$ cat src/rtl/sysarr_pkg.sv
// Shared types and default sizing for the systolic-array load sequencer.
package sysarr_pkg;

  localparam int N  = 4;
  localparam int DW = 16;

  typedef enum logic [1:0] {
    WEIGHT  = 2'b00,
    INPUT   = 2'b01,
    PARTIAL = 2'b10,
    RSVD    = 2'b11
  } load_type_t;

  typedef enum logic [1:0] {
    LOAD_W = 2'b00,
    STREAM = 2'b01,
    HOLD   = 2'b10
  } seq_state_t;

  // Issue-queue entry layout at the default array size. The top builds the
  // same layout from its own parameters so it stays correct when resized.
  typedef struct packed {
    logic                  kind;     // 0 = weight row, 1 = input/partial pair
    logic [$clog2(N)-1:0]  row;
    logic [N*DW-1:0]       in_data;
    logic [N*DW-1:0]       ps_data;
  } issue_entry_t;

endpackage

$ cat src/rtl/sysarr_issue_fifo.sv
// Two-entry issue queue; the head is visible combinationally and a push and
// pop in the same cycle both take effect.
module sysarr_issue_fifo #(
  parameter int W = 8
) (
  input  logic         clk,
  input  logic         rst,
  input  logic         push,
  input  logic [W-1:0] push_data,
  input  logic         pop,
  output logic [W-1:0] head,
  output logic         full,
  output logic         empty,
  output logic [1:0]   count
);

  logic [W-1:0] mem_q [2];
  logic [W-1:0] mem_d [2];
  logic         wr_ptr_q, wr_ptr_d;
  logic         rd_ptr_q, rd_ptr_d;
  logic [1:0]   cnt_q, cnt_d;

  // Next pointer/count/storage from push and pop requests.
  always_comb begin
    mem_d    = mem_q;
    wr_ptr_d = wr_ptr_q;
    rd_ptr_d = rd_ptr_q;
    if (push) begin
      mem_d[wr_ptr_q] = push_data;
      wr_ptr_d        = ~wr_ptr_q;
    end
    if (pop) begin
      rd_ptr_d = ~rd_ptr_q;
    end
    cnt_d = cnt_q + {1'b0, push} - {1'b0, pop};
  end

  // Queue state registers, cleared asynchronously.
  always_ff @(posedge clk or posedge rst) begin
    if (rst) begin
      mem_q[0] <= '0;
      mem_q[1] <= '0;
      wr_ptr_q <= 1'b0;
      rd_ptr_q <= 1'b0;
      cnt_q    <= 2'd0;
    end else begin
      mem_q    <= mem_d;
      wr_ptr_q <= wr_ptr_d;
      rd_ptr_q <= rd_ptr_d;
      cnt_q    <= cnt_d;
    end
  end

  assign head  = mem_q[rd_ptr_q];
  assign full  = (cnt_q == 2'd2);
  assign empty = (cnt_q == 2'd0);
  assign count = cnt_q;

endmodule

$ cat src/rtl/sysarr_load_sequencer.sv
// Load sequencer: orders weight rows and input/partial-sum row pairs into
// the array control unit through a two-entry issue queue.
//
//   state  | meaning
//   LOAD_W | expecting weight rows in order 0..N-1
//   STREAM | weights loaded; waiting for an input row (or a row-0 reload)
//   HOLD   | input row held; waiting for the partial of the same row
module sysarr_load_sequencer #(
  parameter int N  = sysarr_pkg::N,
  parameter int DW = sysarr_pkg::DW
) (
  input  logic                 clk,
  input  logic                 nRST,
  input  logic                 req_valid,
  output logic                 req_ready,
  input  logic [1:0]           req_type,
  input  logic [$clog2(N)-1:0] req_row,
  input  logic [N*DW-1:0]      req_data,
  input  logic                 fifo_has_space,
  output logic                 weight_en,
  output logic                 input_en,
  output logic                 partial_en,
  output logic [$clog2(N)-1:0] row_en,
  output logic [N*DW-1:0]      in_data,
  output logic [N*DW-1:0]      ps_data,
  output logic                 weights_loaded,
  output logic                 err
);

  import sysarr_pkg::*;

  localparam int RW = $clog2(N);
  localparam int PW = N * DW;

  typedef struct packed {
    logic          kind;
    logic [RW-1:0] row;
    logic [PW-1:0] in_data;
    logic [PW-1:0] ps_data;
  } entry_t;

  localparam int EW = $bits(entry_t);

  seq_state_t    state_q, state_d;
  logic [RW-1:0] w_cnt_q, w_cnt_d;
  logic [RW-1:0] hold_row_q, hold_row_d;
  logic [PW-1:0] hold_data_q, hold_data_d;
  logic          wl_q, wl_d;
  logic          err_q, err_d;

  load_type_t    req_kind;
  logic          accept;
  logic          push;
  logic          pop;
  entry_t        push_entry;
  entry_t        head;
  logic          fifo_empty;
  logic          fifo_full_unused;
  logic [1:0]    fifo_count;

  assign req_kind  = load_type_t'(req_type);
  // Ready comes from the registered count, so a same-cycle pop cannot raise it.
  assign req_ready = !nRST && (fifo_count < 2'd2);
  assign accept    = req_valid && req_ready;

  sysarr_issue_fifo #(.W(EW)) u_issue_fifo (
    .clk       (clk),
    .rst       (nRST),
    .push      (push),
    .push_data (push_entry),
    .pop       (pop),
    .head      (head),
    .full      (fifo_full_unused),
    .empty     (fifo_empty),
    .count     (fifo_count)
  );

  // State register and sequencing registers.
  always_ff @(posedge clk or posedge nRST) begin
    if (nRST) begin
      state_q     <= LOAD_W;
      w_cnt_q     <= '0;
      hold_row_q  <= '0;
      hold_data_q <= '0;
      wl_q        <= 1'b0;
      err_q       <= 1'b0;
    end else begin
      state_q     <= state_d;
      w_cnt_q     <= w_cnt_d;
      hold_row_q  <= hold_row_d;
      hold_data_q <= hold_data_d;
      wl_q        <= wl_d;
      err_q       <= err_d;
    end
  end

  // Next state: classify each accepted request as enqueue, hold, or drop+err.
  always_comb begin
    state_d     = state_q;
    w_cnt_d     = w_cnt_q;
    hold_row_d  = hold_row_q;
    hold_data_d = hold_data_q;
    wl_d        = wl_q;
    err_d       = err_q;
    push        = 1'b0;
    push_entry  = '0;
    if (accept) begin
      if (req_kind == RSVD) begin
        err_d = 1'b1;
      end else begin
        case (state_q)
          LOAD_W: begin
            if (req_kind == WEIGHT && req_row == w_cnt_q) begin
              push               = 1'b1;
              push_entry.row     = req_row;
              push_entry.in_data = req_data;
              if (w_cnt_q == RW'(N - 1)) begin
                w_cnt_d = '0;
                wl_d    = 1'b1;
                state_d = STREAM;
              end else begin
                w_cnt_d = w_cnt_q + RW'(1);
              end
            end else begin
              err_d = 1'b1;
            end
          end
          STREAM: begin
            if (req_kind == INPUT) begin
              hold_row_d  = req_row;
              hold_data_d = req_data;
              state_d     = HOLD;
            end else if (req_kind == WEIGHT && req_row == '0) begin
              // Row-0 weight restarts a full weight reload.
              push               = 1'b1;
              push_entry.row     = req_row;
              push_entry.in_data = req_data;
              wl_d               = 1'b0;
              w_cnt_d            = RW'(1);
              state_d            = LOAD_W;
            end else begin
              err_d = 1'b1;
            end
          end
          HOLD: begin
            if (req_kind == PARTIAL && req_row == hold_row_q) begin
              push               = 1'b1;
              push_entry.kind    = 1'b1;
              push_entry.row     = hold_row_q;
              push_entry.in_data = hold_data_q;
              push_entry.ps_data = req_data;
              state_d            = STREAM;
            end else begin
              err_d = 1'b1;
            end
          end
          default: state_d = LOAD_W;
        endcase
      end
    end
  end

  // Outputs: issue the queue head; pairs wait for room in the control unit.
  always_comb begin
    pop        = !fifo_empty && (!head.kind || fifo_has_space);
    weight_en  = pop && !head.kind;
    input_en   = pop && head.kind;
    partial_en = pop && head.kind;
    row_en     = pop ? head.row     : '0;
    in_data    = pop ? head.in_data : '0;
    ps_data    = pop ? head.ps_data : '0;
  end

  assign weights_loaded = wl_q;
  assign err            = err_q;

endmodule

$ cat config.mk
export PLATFORM = sky130hd
export DESIGN_NAME = sysarr_load_sequencer
export DESIGN_NICKNAME = d
export VERILOG_FILES = /design/src/rtl/sysarr_pkg.sv /design/src/rtl/sysarr_issue_fifo.sv /design/src/rtl/sysarr_load_sequencer.sv
export SDC_FILE = /design/constraint.sdc
export NUM_CORES = 1
export LEC_CHECK = 0
export CELL_PAD_IN_SITES_DETAIL_PLACEMENT = 1
export CELL_PAD_IN_SITES_GLOBAL_PLACEMENT = 1
export CORE_MARGIN = 10
export CORE_UTILIZATION = 44
export DETAILED_ROUTE_END_ITERATION = 10
export PLACE_DENSITY = 0.79
export SYNTH_ARGS = -nofsm -noshare
export SYNTH_HDL_FRONTEND = slang
export SYNTH_SLANG_ARGS = --single-unit
export TNS_END_PERCENT = 1
$ cat constraint.sdc
create_clock -name clk -period 13.1 [get_ports clk]
set_input_delay 1.31 -clock clk [delete_from_list [all_inputs] [get_ports clk]]
set_output_delay 1.31 -clock clk [all_outputs]
set_load 0.01 [all_outputs]
==> impl_metrics.toml, run 1 <==
[status]
status = "complete, no violations"

[pwr]
p_per_area_nw_per_um2 = 192.2
seq_power_share_pct = 41.6
p_sw_share_pct = 31.22
p_clk_share_pct = 30.3
power.internal_mw = 2.451
p_leak_nw = 8.614
ir_worst_vdd_uv = 143.6
finalPower_mw = 3.563
power_frac_comb_pct = 28.2
power.net_switching_mw = 1.112

[floorplanning]
initial_core_util_pct = 44.50
rows = 67
die_h_um = 203.9
core_area_sq_um = 33450
dieArea_sq_um = 41590
io_pins = 208
die_w_um = 203.9

[yosys]
synth_mux_area_share_pct = 13.94
synth_area_sq_um = 14890
synth_ff_type = "dfrtp_1"
synthTopCellsByCount = "dfrtp_1, nor2_1, mux2i_1"
synth-simple-area-share_pct = 8.069
syn_nets = 1399
synth_top_cell_area_share_pct = 56.82
ys_warn_count = 0
synth_xor_area_share_pct = 0.4119
synth_area_leaders = "dfrtp_1, mux2i_1, a22o_1, nor2_1, mux2_2"
netlist.top_cell.by_area = "dfrtp_1"
synth-seq-cells = 338
synthesis.instances = 1319
synthAdderAreaFrac_pct = 0.6724
synth_top_family_by_area = "compound AO/OA/AOI/OAI gates"
synth.most_common_cell = "dfrtp_1"
async_flop_share_pct = 100.0
avgSynthCellArea_sq_um = 11.29
synth_edf_count = 0
yosysUniqueCellTypes = 41
synth-seq-area-share_pct = 56.82
synth_compound_area_share_pct = 16.46

[sta]
hold_viol_final = 0
tns_ns = 0
period_needed_ns = 5.642
fmax_ghz = 0.1772
holdWs_ns = 0.4785
fin_skew_ns = 0.01311
rsz0062_at_grt = "false"
finalCritPeriodShare_pct = 43.07
tightest_slew_ns = 1.214
setup_viol = 0
slew_violations = 0
slew_headroom_pct = 18.88

[global_routing]
grtUsageTotal_pct = 20.60
grt_pass1_vias = 12270
grt_pass1_wl_mm = 69.41
grt_max_degree = 105
antenna_found_initial = 3
overflow = 0

[setup_path]
cp-start-kind = "flip-flop"
crit_type = "flip-flop to output port"
r2r_cells = 9
arrival_ns = 4.33
r2r_end = "u_issue_fifo.count[1]$_DFF_PP0_"
crit_fanout = 102
r2r_start = "u_issue_fifo.rd_ptr_q$_DFFE_PP0P_"
end_kind = "output port"
cp.required_ns = 11.79
r2r_slack_ns = 9.08

[detailed_routing]
drc = 0
vias = 11060
drt_iter0_drc = 710
wire_per_inst_um = 22.15
viasPerCell = 5.674
drtAntennaViolNets = 0
dr.pass1.iters = 5
drt_wl_total_mm = 43.19

[placement]
portBuffers = 207
dp_cells = 1882
routabilityCongestion = 0.7506
hpwl_mm = 27.18

[layout]
stdcell_count = 1950
drive_gt1_share_pct = 10.67
nNetsFinal = 1554
area_growth_pct = 24.53
nFillCells = 3451

[clocking]
h-tree-depth = 2
cts_resized = 0
cts_buffer_depth = 3
cts_sinks = 338
cts.clk_slew.worst_paths_ns = 0.05
clk-insertion-delay-late_ns = 0.52
cts-hold-fix-buffers = 0
cts_made_buffers = 38
cts_root_buf = "clkbuf_16"
cts_tree = "yes"
post_cts_buffers = 0

[hold_path]
hp-start = "u_issue_fifo.mem_q[130]$_DFFE_PP0P_"
holdPathEnd = "u_issue_fifo.mem_q[130]$_DFFE_PP0P_"
min_path_type = "flip-flop to flip-flop"
worstHoldPathCells = 1

[run]
max-cap-violations = 0
## placed cells by master, fill, tap and decap left out, types with 3 or more instances in the layout
cell type / Yosys / layout
ha_1: 8 / 8
nand2b_1: 3 / 3
nand2_1: 9 / 8
a21oi_1: 132 / 132
mux2i_1: 133 / 133
dfrtp_1: 338 / 337
mux2_2: 66 / 66
bufinv_16: 0 / 4
buf_4: 11 / 21
nor2_1: 267 / 266
inv_1: 7 / 6
o21ai_0: 7 / 7
a22o_1: 128 / 128
clkdlybuf4s50_1: 0 / 207
clkbuf_1: 58 / 4
a22oi_1: 65 / 65
xnor2_1: 6 / 6
nor2b_1: 3 / 3
diode_2: 0 / 3
clkinv_2: 0 / 9
a21o_1: 3 / 3
clkbuf_16: 0 / 39
clkbuf_8: 0 / 7
## area by class of cell
cell class	count	area, sq um	share of cell area [%]
Antenna cell	3	7.507	0.04050
Clock buffer	50	1087	5.866
Clock inverter	15	181.4	0.9787
Inverter	7	33.78	0.1822
Multi-Input combinational cell	861	5974	32.23
Sequential cell	338	8462	45.65
Tap cell	448	560.5	3.024
Timing Repair Buffer	228	2230	12.03
## cell families (layout without fill, tap and decap cells)
family / count (synthesis) / in the layout
AO/OA/AOI/OAI: 347 / 347
multiplexers: 199 / 199
flip-flops: 338 / 338
adder cells (fa/ha/maj): 8 / 8
other: 0 / 3
buffers and inverters: 120 / 300
XOR/XNOR: 7 / 7
AND/OR/NAND/NOR: 300 / 300
## layer usage
metal,wire length [um],share of wire [%],GRT usage (%),vias up
met1,18670,43,26.35,5784
met4,655,1.5,5.263,0
met2,21690,50,34.81,236
met5,0,0,0,-
met3,2173,5.0,4.454,41
li1,-,-,-,5003
## critical path, cell delays in order (launching register included)
cell             delay [ns]
dfrtp_4                0.90
mux2i_1                0.46
o22ai_4                0.70
buf_4                  0.87
nor2_1                 0.16
clkdlybuf4s50_1        0.54
## power by group through the flow
stage	registers [mW]	clock network, mW	logic [mW]
6_report	1.48	1.08	1.00
3_5_place_dp	1.50	0	1.01
2_1_floorplan	1.42	0	0.673
3_3_place_gp	1.48	0	0.983
5_1_grt	1.52	1.14	1.10
4_1_cts	1.48	1.10	1.03
## how the worst max path moves through the flow
stage                                                  from               to  depth (start not counted)
final                     u_issue_fifo.rd_ptr_q$_DFFE_PP0P_      ps_data[33]                          5
after CTS                 u_issue_fifo.rd_ptr_q$_DFFE_PP0P_         input_en                          5
after global routing      u_issue_fifo.rd_ptr_q$_DFFE_PP0P_      ps_data[33]                          5
after floorplan                                        nRST  err$_DFFE_PP0P_                          1
after global placement                       fifo_has_space      in_data[41]                          5
after detailed placement                     fifo_has_space         input_en                          5
## state kept, by name, indices dropped and copies added, names as in the netlist
signal,cells
err,1
state_q,2
u_issue_fifo.rd_ptr_q,1
w_cnt_q,2
weights_loaded,1
u_issue_fifo.wr_ptr_q,1
u_issue_fifo.count,2
hold_row_q,2
hold_data_q,64
u_issue_fifo.mem_q,262
## metrics by stage
step                cell area (sq um)  worst slack (ns)  utilization, %
finish                          18540             7.458           55.42
global route                    18530             7.093           55.40
CTS                             18530             7.368           55.40
detailed placement              17260             7.661           51.60
global placement                17260             7.784           51.60
floorplan                       14890             2.423               -
No activity file was read; power rests on OpenSTA's default activity.
==> run 2, diff against run 1 <==
==> constraint.sdc (replaced) <==
create_clock -name clk -period 5.8 [get_ports clk]
set_input_delay 0.58 -clock clk [delete_from_list [all_inputs] [get_ports clk]]
set_output_delay 0.58 -clock clk [all_outputs]
set_load 0.01 [all_outputs]
==> run 2 against run 1 <==
Setup slack worse by 5.1 ns; non-clock buffer count stayed put; count of clock-buffer cells in the layout is 8 higher; via count is 0.11% higher; cell count is 0.21% lower; global-route usage hardly changed; clock power is 110% higher; total power is 120% higher; sequential power is 120% higher; flip-flop and latch count stayed put; critical path type is now primary input to flip-flop; largest cell class unchanged.
==> impl_metrics.toml, run 2 (synthesized netlist as in run 1, its figures left out) <==
[global_routing]
grt_pass1_vias = 12280
grt_pass1_wl_mm = 69.68
overflow = 0
grt_max_degree = 182
grtUsageTotal_pct = 20.60
antenna_found_initial = 2

[layout]
nNetsFinal = 1553
largest_reg_flops = 262
drive_gt1_share_pct = 10.15
nFillCells = 3453
area_growth_pct = 24.12
final_common_cell = "dfrtp_1"
antenna_cells = 0
final_cell_area_sq_um = 18480
final_cell_mix = "dfrtp_1, nor2_1, clkdlybuf4s50_1, mux2i_1, a21oi_1"
largestRegisters = "u_issue_fifo.mem_q x262, hold_data_q x64"
regMostFlops = "u_issue_fifo.mem_q"

[setup_path]
cp_cell_sequence = "clkdlybuf4s50_1 -> xor2_1 -> and4b_4 -> o311ai_4 -> buf_4 -> a22o_1"
cp-start-kind = "primary input"
end_kind = "flip-flop"
arrival_ns = 3.91
crit_type = "primary input to flip-flop"
crit_fanout = 68
cpPeakStageDelay_ns = 0.92
cp.required_ns = 6.25
slowest_stage = "o311ai_4"

[clocking]
cts.clk_slew.worst_paths_ns = 0.06
cts_buffer_depth = 3
cts_resized = 0
cts_made_buffers = 37
cts-hold-fix-buffers = 0
cts_root_buf = "clkbuf_16"
h-tree-depth = 2
clk-insertion-delay-late_ns = 0.51
post_cts_buffers = 0
cts_tree = "yes"
cts_sinks = 338

[floorplanning]
dieArea_sq_um = 41590
die_w_um = 203.9
io_pins = 208
initial_core_util_pct = 44.50
die_h_um = 203.9
core_area_sq_um = 33450
rows = 67

[detailed_routing]
top_layer = "met5"
vias = 11080
dr.pass1.iters = 4
drt_iter0_drc = 660
met2WireLength_mm = 21.37
drt_wl_total_mm = 43.07
wl_met3_mm = 2.118
drc = 0
wire_per_inst_um = 22.13
routedLengthMet1_mm = 18.80
drtAntennaViolNets = 0
viasPerCell = 5.692

[placement]
postPlaceCellArea_sq_um = 17310
preCtsSetupSlack_ns = 1.830
hpwl_mm = 27.48
portBuffers = 207
routabilityCongestion = 0.7970

[sta]
finalCritPeriodShare_pct = 59.66
slew_violations = 0
fin_skew_ns = 0.01048
slew_headroom_pct = 25.69
setup_viol = 0
period_needed_ns = 3.460
rsz0062_at_grt = "false"
hold_viol_final = 0
tightest_slew_ns = 1.115
fmax_ghz = 0.2890
tns_ns = 0
holdWs_ns = 0.4772
setup_ws_ns = 2.340

[run]
max-cap-violations = 0

[pwr]
p_per_area_nw_per_um2 = 427.6
p_leak_nw = 8.565
ir_worst_vdd_uv = 428.7

[status]
status = "complete, no violations"

[hold_path]
min_path_type = "flip-flop to flip-flop"
run 2: cell count changes in the layout (fill, tap and decap cells not counted), sizes merged:
cell | previous run | this run
clkbuf | 50 | 58
clkinv | 9 | 2
bufinv | 4 | 1
diode | 3 | 0
clkinvlp | 1 | 2
run 2: stage by stage:
stage	power (mW)	cells	utilization, %
6_report	7.900	1946	55.24
5_1_grt	8.369	1946	55.24
4_1_cts	8.001	1946	55.24
3_5_place_dp	5.699	1882	51.74
3_3_place_gp	5.561	1882	51.74
2_1_floorplan	4.729	1319	-
run 2: final cells by class:
cell class                      instances  area [sq um]  area share [%]
Clock buffer                           58          1105           5.980
Tap cell                              448         560.5           3.034
Timing Repair Buffer                  228          2280           12.34
Sequential cell                       338          8462           45.80
Multi-Input combinational cell        861          5974           32.34
Inverter                                7         30.03          0.1625
Clock inverter                          6         65.06          0.3521
run 2: worst paths after layout:
path                                                     start                                   to  slack (ns)  depth (start not counted)
min in group asynchronous                                 nRST  u_issue_fifo.mem_q[217]$_DFFE_PP0P_        0.53                          2
min                        u_issue_fifo.mem_q[261]$_DFFE_PP0P_  u_issue_fifo.mem_q[261]$_DFFE_PP0P_        0.48                          1
max                                                 req_row[0]  u_issue_fifo.mem_q[137]$_DFFE_PP0P_        2.34                          6
min reg2reg                u_issue_fifo.mem_q[261]$_DFFE_PP0P_  u_issue_fifo.mem_q[261]$_DFFE_PP0P_        0.48                          1
max in group asynchronous                                 nRST  u_issue_fifo.mem_q[111]$_DFFE_PP0P_        3.91                          3
max reg2reg                    u_issue_fifo.count[1]$_DFF_PP0_   u_issue_fifo.mem_q[81]$_DFFE_PP0P_        2.39                          6
run 2: power by group:
group | switching, mW | internal (mW)
Combinational | 1.21 | 1.12
Sequential | 0.345 | 2.94
Clock | 0.926 | 1.35
Total | 2.48 | 5.42
run 2: routing by layer:
metal,global-route usage (%),up-vias
met1,26.42,5774
li1,-,4998
met5,0,-
met4,4.946,4
met2,35.06,236
met3,4.200,64
run 2: worst max-delay path: cells and delay by family:
family	cells	cell delay, ns
AOI/OAI and AO/OA	2	1.18
buffers and inverters	2	1.25
xor gates and xnor gates	1	0.26
and+or+nand+nor	1	0.54
==> run 3, diff against run 2 <==
==> constraint.sdc (replaced) <==
create_clock -name clk -period 3.3 [get_ports clk]
set_input_delay 0.33 -clock clk [delete_from_list [all_inputs] [get_ports clk]]
set_output_delay 0.33 -clock clk [all_outputs]
set_load 0.01 [all_outputs]
==> run 3 against run 2 <==
Wire length grew 3.1%; utilization grew 0.85 points; largest cell class unchanged; non-clock buffer count grew 10.
==> impl_metrics.toml, run 3 (synthesized netlist as in run 1, its figures left out) <==
[status]
status = "complete, no violations"

[setup_path]
slowest_stage = "clkdlybuf4s50_1"
cp-start-kind = "flip-flop"
end_kind = "output port"
arrival_ns = 2.82
cpPeakStageDelay_ns = 0.61
r2r_start = "state_q[1]$_DFFE_PP0P_"
cp.required_ns = 2.97
r2r_end = "u_issue_fifo.mem_q[241]$_DFFE_PP0P_"
cp_cell_sequence = "mux2i_1 -> o22ai_4 -> buf_12 -> nor2_1 -> clkdlybuf4s50_1"
r2r_cells = 8
crit_fanout = 76
crit_type = "flip-flop to output port"
r2r_slack_ns = 0.53

[detailed_routing]
wire_per_inst_um = 22.66
drt_wl_total_mm = 44.41
dr.pass1.iters = 5
drtAntennaViolNets = 0
viasPerCell = 5.756
drt_iter0_drc = 646
drc = 0
vias = 11280

[placement]
dp_cells = 1892
routabilityCongestion = 0.7943
hpwl_mm = 28.11
portBuffers = 207
preCtsSetupSlack_ns = 0.3478

[clocking]
h-tree-depth = 2
cts_buffer_depth = 3
cts.clk_slew.worst_paths_ns = 0.06
cts_tree = "yes"
cts_root_buf = "clkbuf_16"
cts_resized = 0
post_cts_buffers = 0
cts_sinks = 338
cts-hold-fix-buffers = 0
clk-insertion-delay-late_ns = 0.52
cts_made_buffers = 37

[pwr]
seq_power_share_pct = 41.1
power_frac_comb_pct = 30.3
p_sw_share_pct = 32.02
power.internal_mw = 9.563
ir_worst_vdd_uv = 555.2
p_leak_nw = 8.695
p_clk_share_pct = 28.6
power.net_switching_mw = 4.505
p_per_area_nw_per_um2 = 749.8

[global_routing]
grt_pass1_wl_mm = 71.21
grtUsageTotal_pct = 21.07
overflow = 0
grt_max_degree = 87
grt_pass1_vias = 12560
antenna_found_initial = 2
use_met2_pct = 35.45
met3_usage_pct = 3.725
grt_most_used_layer = "met2"
use_met1_pct = 27.42

[sta]
setup_viol = 0
tightest_slew_ns = 0.9572
period_needed_ns = 3.147
finalCritPeriodShare_pct = 95.35
slew_headroom_pct = 35.60
setup_ws_ns = 0.1534
hold_viol_final = 0
rsz0062_at_grt = "false"
fin_skew_ns = 0.01542
slew_violations = 0
fmax_ghz = 0.3178

[floorplanning]
rows = 67
die_w_um = 203.9
dieArea_sq_um = 41590
die_h_um = 203.9
core_area_sq_um = 33450
initial_core_util_pct = 44.50
io_pins = 208

[layout]
largestRegisters = "u_issue_fifo.mem_q x262, hold_data_q x64"
nNetsFinal = 1563
seq_area_sq_um = 8462
multiInputGateArea_sq_um = 5974
nFillCells = 3434
regMostFlops = "u_issue_fifo.mem_q"
largest_reg_flops = 262
final_cell_mix = "dfrtp_1, nor2_1, clkdlybuf4s50_1, mux2i_1, a21oi_1"
stdcell_count = 1960
drive_gt1_share_pct = 10.99
final_common_cell = "dfrtp_1"
area_growth_pct = 26.04

[hold_path]
min_path_type = "primary input to async pin"

[run]
max-cap-violations = 0
==> run 3: changes by cell type in the layout (fill, tap and decap cells not counted), sizes merged <==
cell / delta
diode: +1
inv: -1
buf: +10
clkinv: +6
bufinv: -1
clkinvlp: -1
==> run 3: power groups by stage <==
stage,registers [mW],clock network [mW],logic (mW)
5_1_grt,5.92,4.30,4.65
2_1_floorplan,5.64,0,2.67
6_report,5.79,4.02,4.26
3_5_place_dp,5.84,0,4.28
4_1_cts,5.79,4.10,4.35
3_3_place_gp,5.75,0,4.14
==> run 3: metal layers <==
layer / vias up / routed length (um) / share of wire [%]
met4: 2 / 919 / 2.1
li1: 5026 / - / -
met3: 63 / 2041 / 4.6
met1: 5916 / 19370 / 44
met5: - / 13 / 0.029
met2: 275 / 22060 / 50
==> run 3: critical path, delay by kind of cell, from the launching register on <==
kind / cells / cell delay (ns)
compound gates: 1 / 0.16
buf+inv: 2 / 0.82
flops: 1 / 0.51
mux: 1 / 0.39
simple gates: 1 / 0.31
==> run 3: metrics by stage <==
stage / power, mW / cell area, sq um / TNS (ns) / util (%) / hold slack (ns)
3_5_place_dp: 10.12 / 17570 / 0 / 52.53 / 0.4659
6_report: 14.07 / 18760 / 0 / 56.09 / 0.4835
3_3_place_gp: 9.897 / 17570 / 0 / 52.53 / 0.4591
2_1_floorplan: 8.312 / 14890 / -523.42 / - / 0.4491
5_1_grt: 14.87 / 18760 / 0 / 56.09 / 0.5148
4_1_cts: 14.23 / 18760 / 0 / 56.08 / 0.4904
==> run 3: worst max path at each step <==
stage                                 startpoint                             endpoint  slack, ns  cells past startpoint
4_1_cts        u_issue_fifo.rd_ptr_q$_DFFE_PP0P_                          ps_data[27]       0.22                      5
3_3_place_gp                                nRST  u_issue_fifo.mem_q[226]$_DFFE_PP0P_       0.45                      7
5_1_grt        u_issue_fifo.rd_ptr_q$_DFFE_PP0P_                          ps_data[27]       0.02                      5
2_1_floorplan                               nRST                      err$_DFFE_PP0P_      -1.55                      1
3_5_place_dp                                nRST  u_issue_fifo.mem_q[113]$_DFFE_PP0P_       0.35                      7
6_report       u_issue_fifo.rd_ptr_q$_DFFE_PP0P_                          ps_data[27]       0.15                      5
==> run 3: layout make-up <==
class / instances / area share (%)
well taps: 448 / 2.988
inverters: 7 / 0.1601
clock inverters: 9 / 0.2801
diodes: 1 / 0.01334
clock buffers: 58 / 6.062
multi-input cells: 861 / 31.84
flip-flops and latches: 338 / 45.10
repair buffers: 238 / 13.55
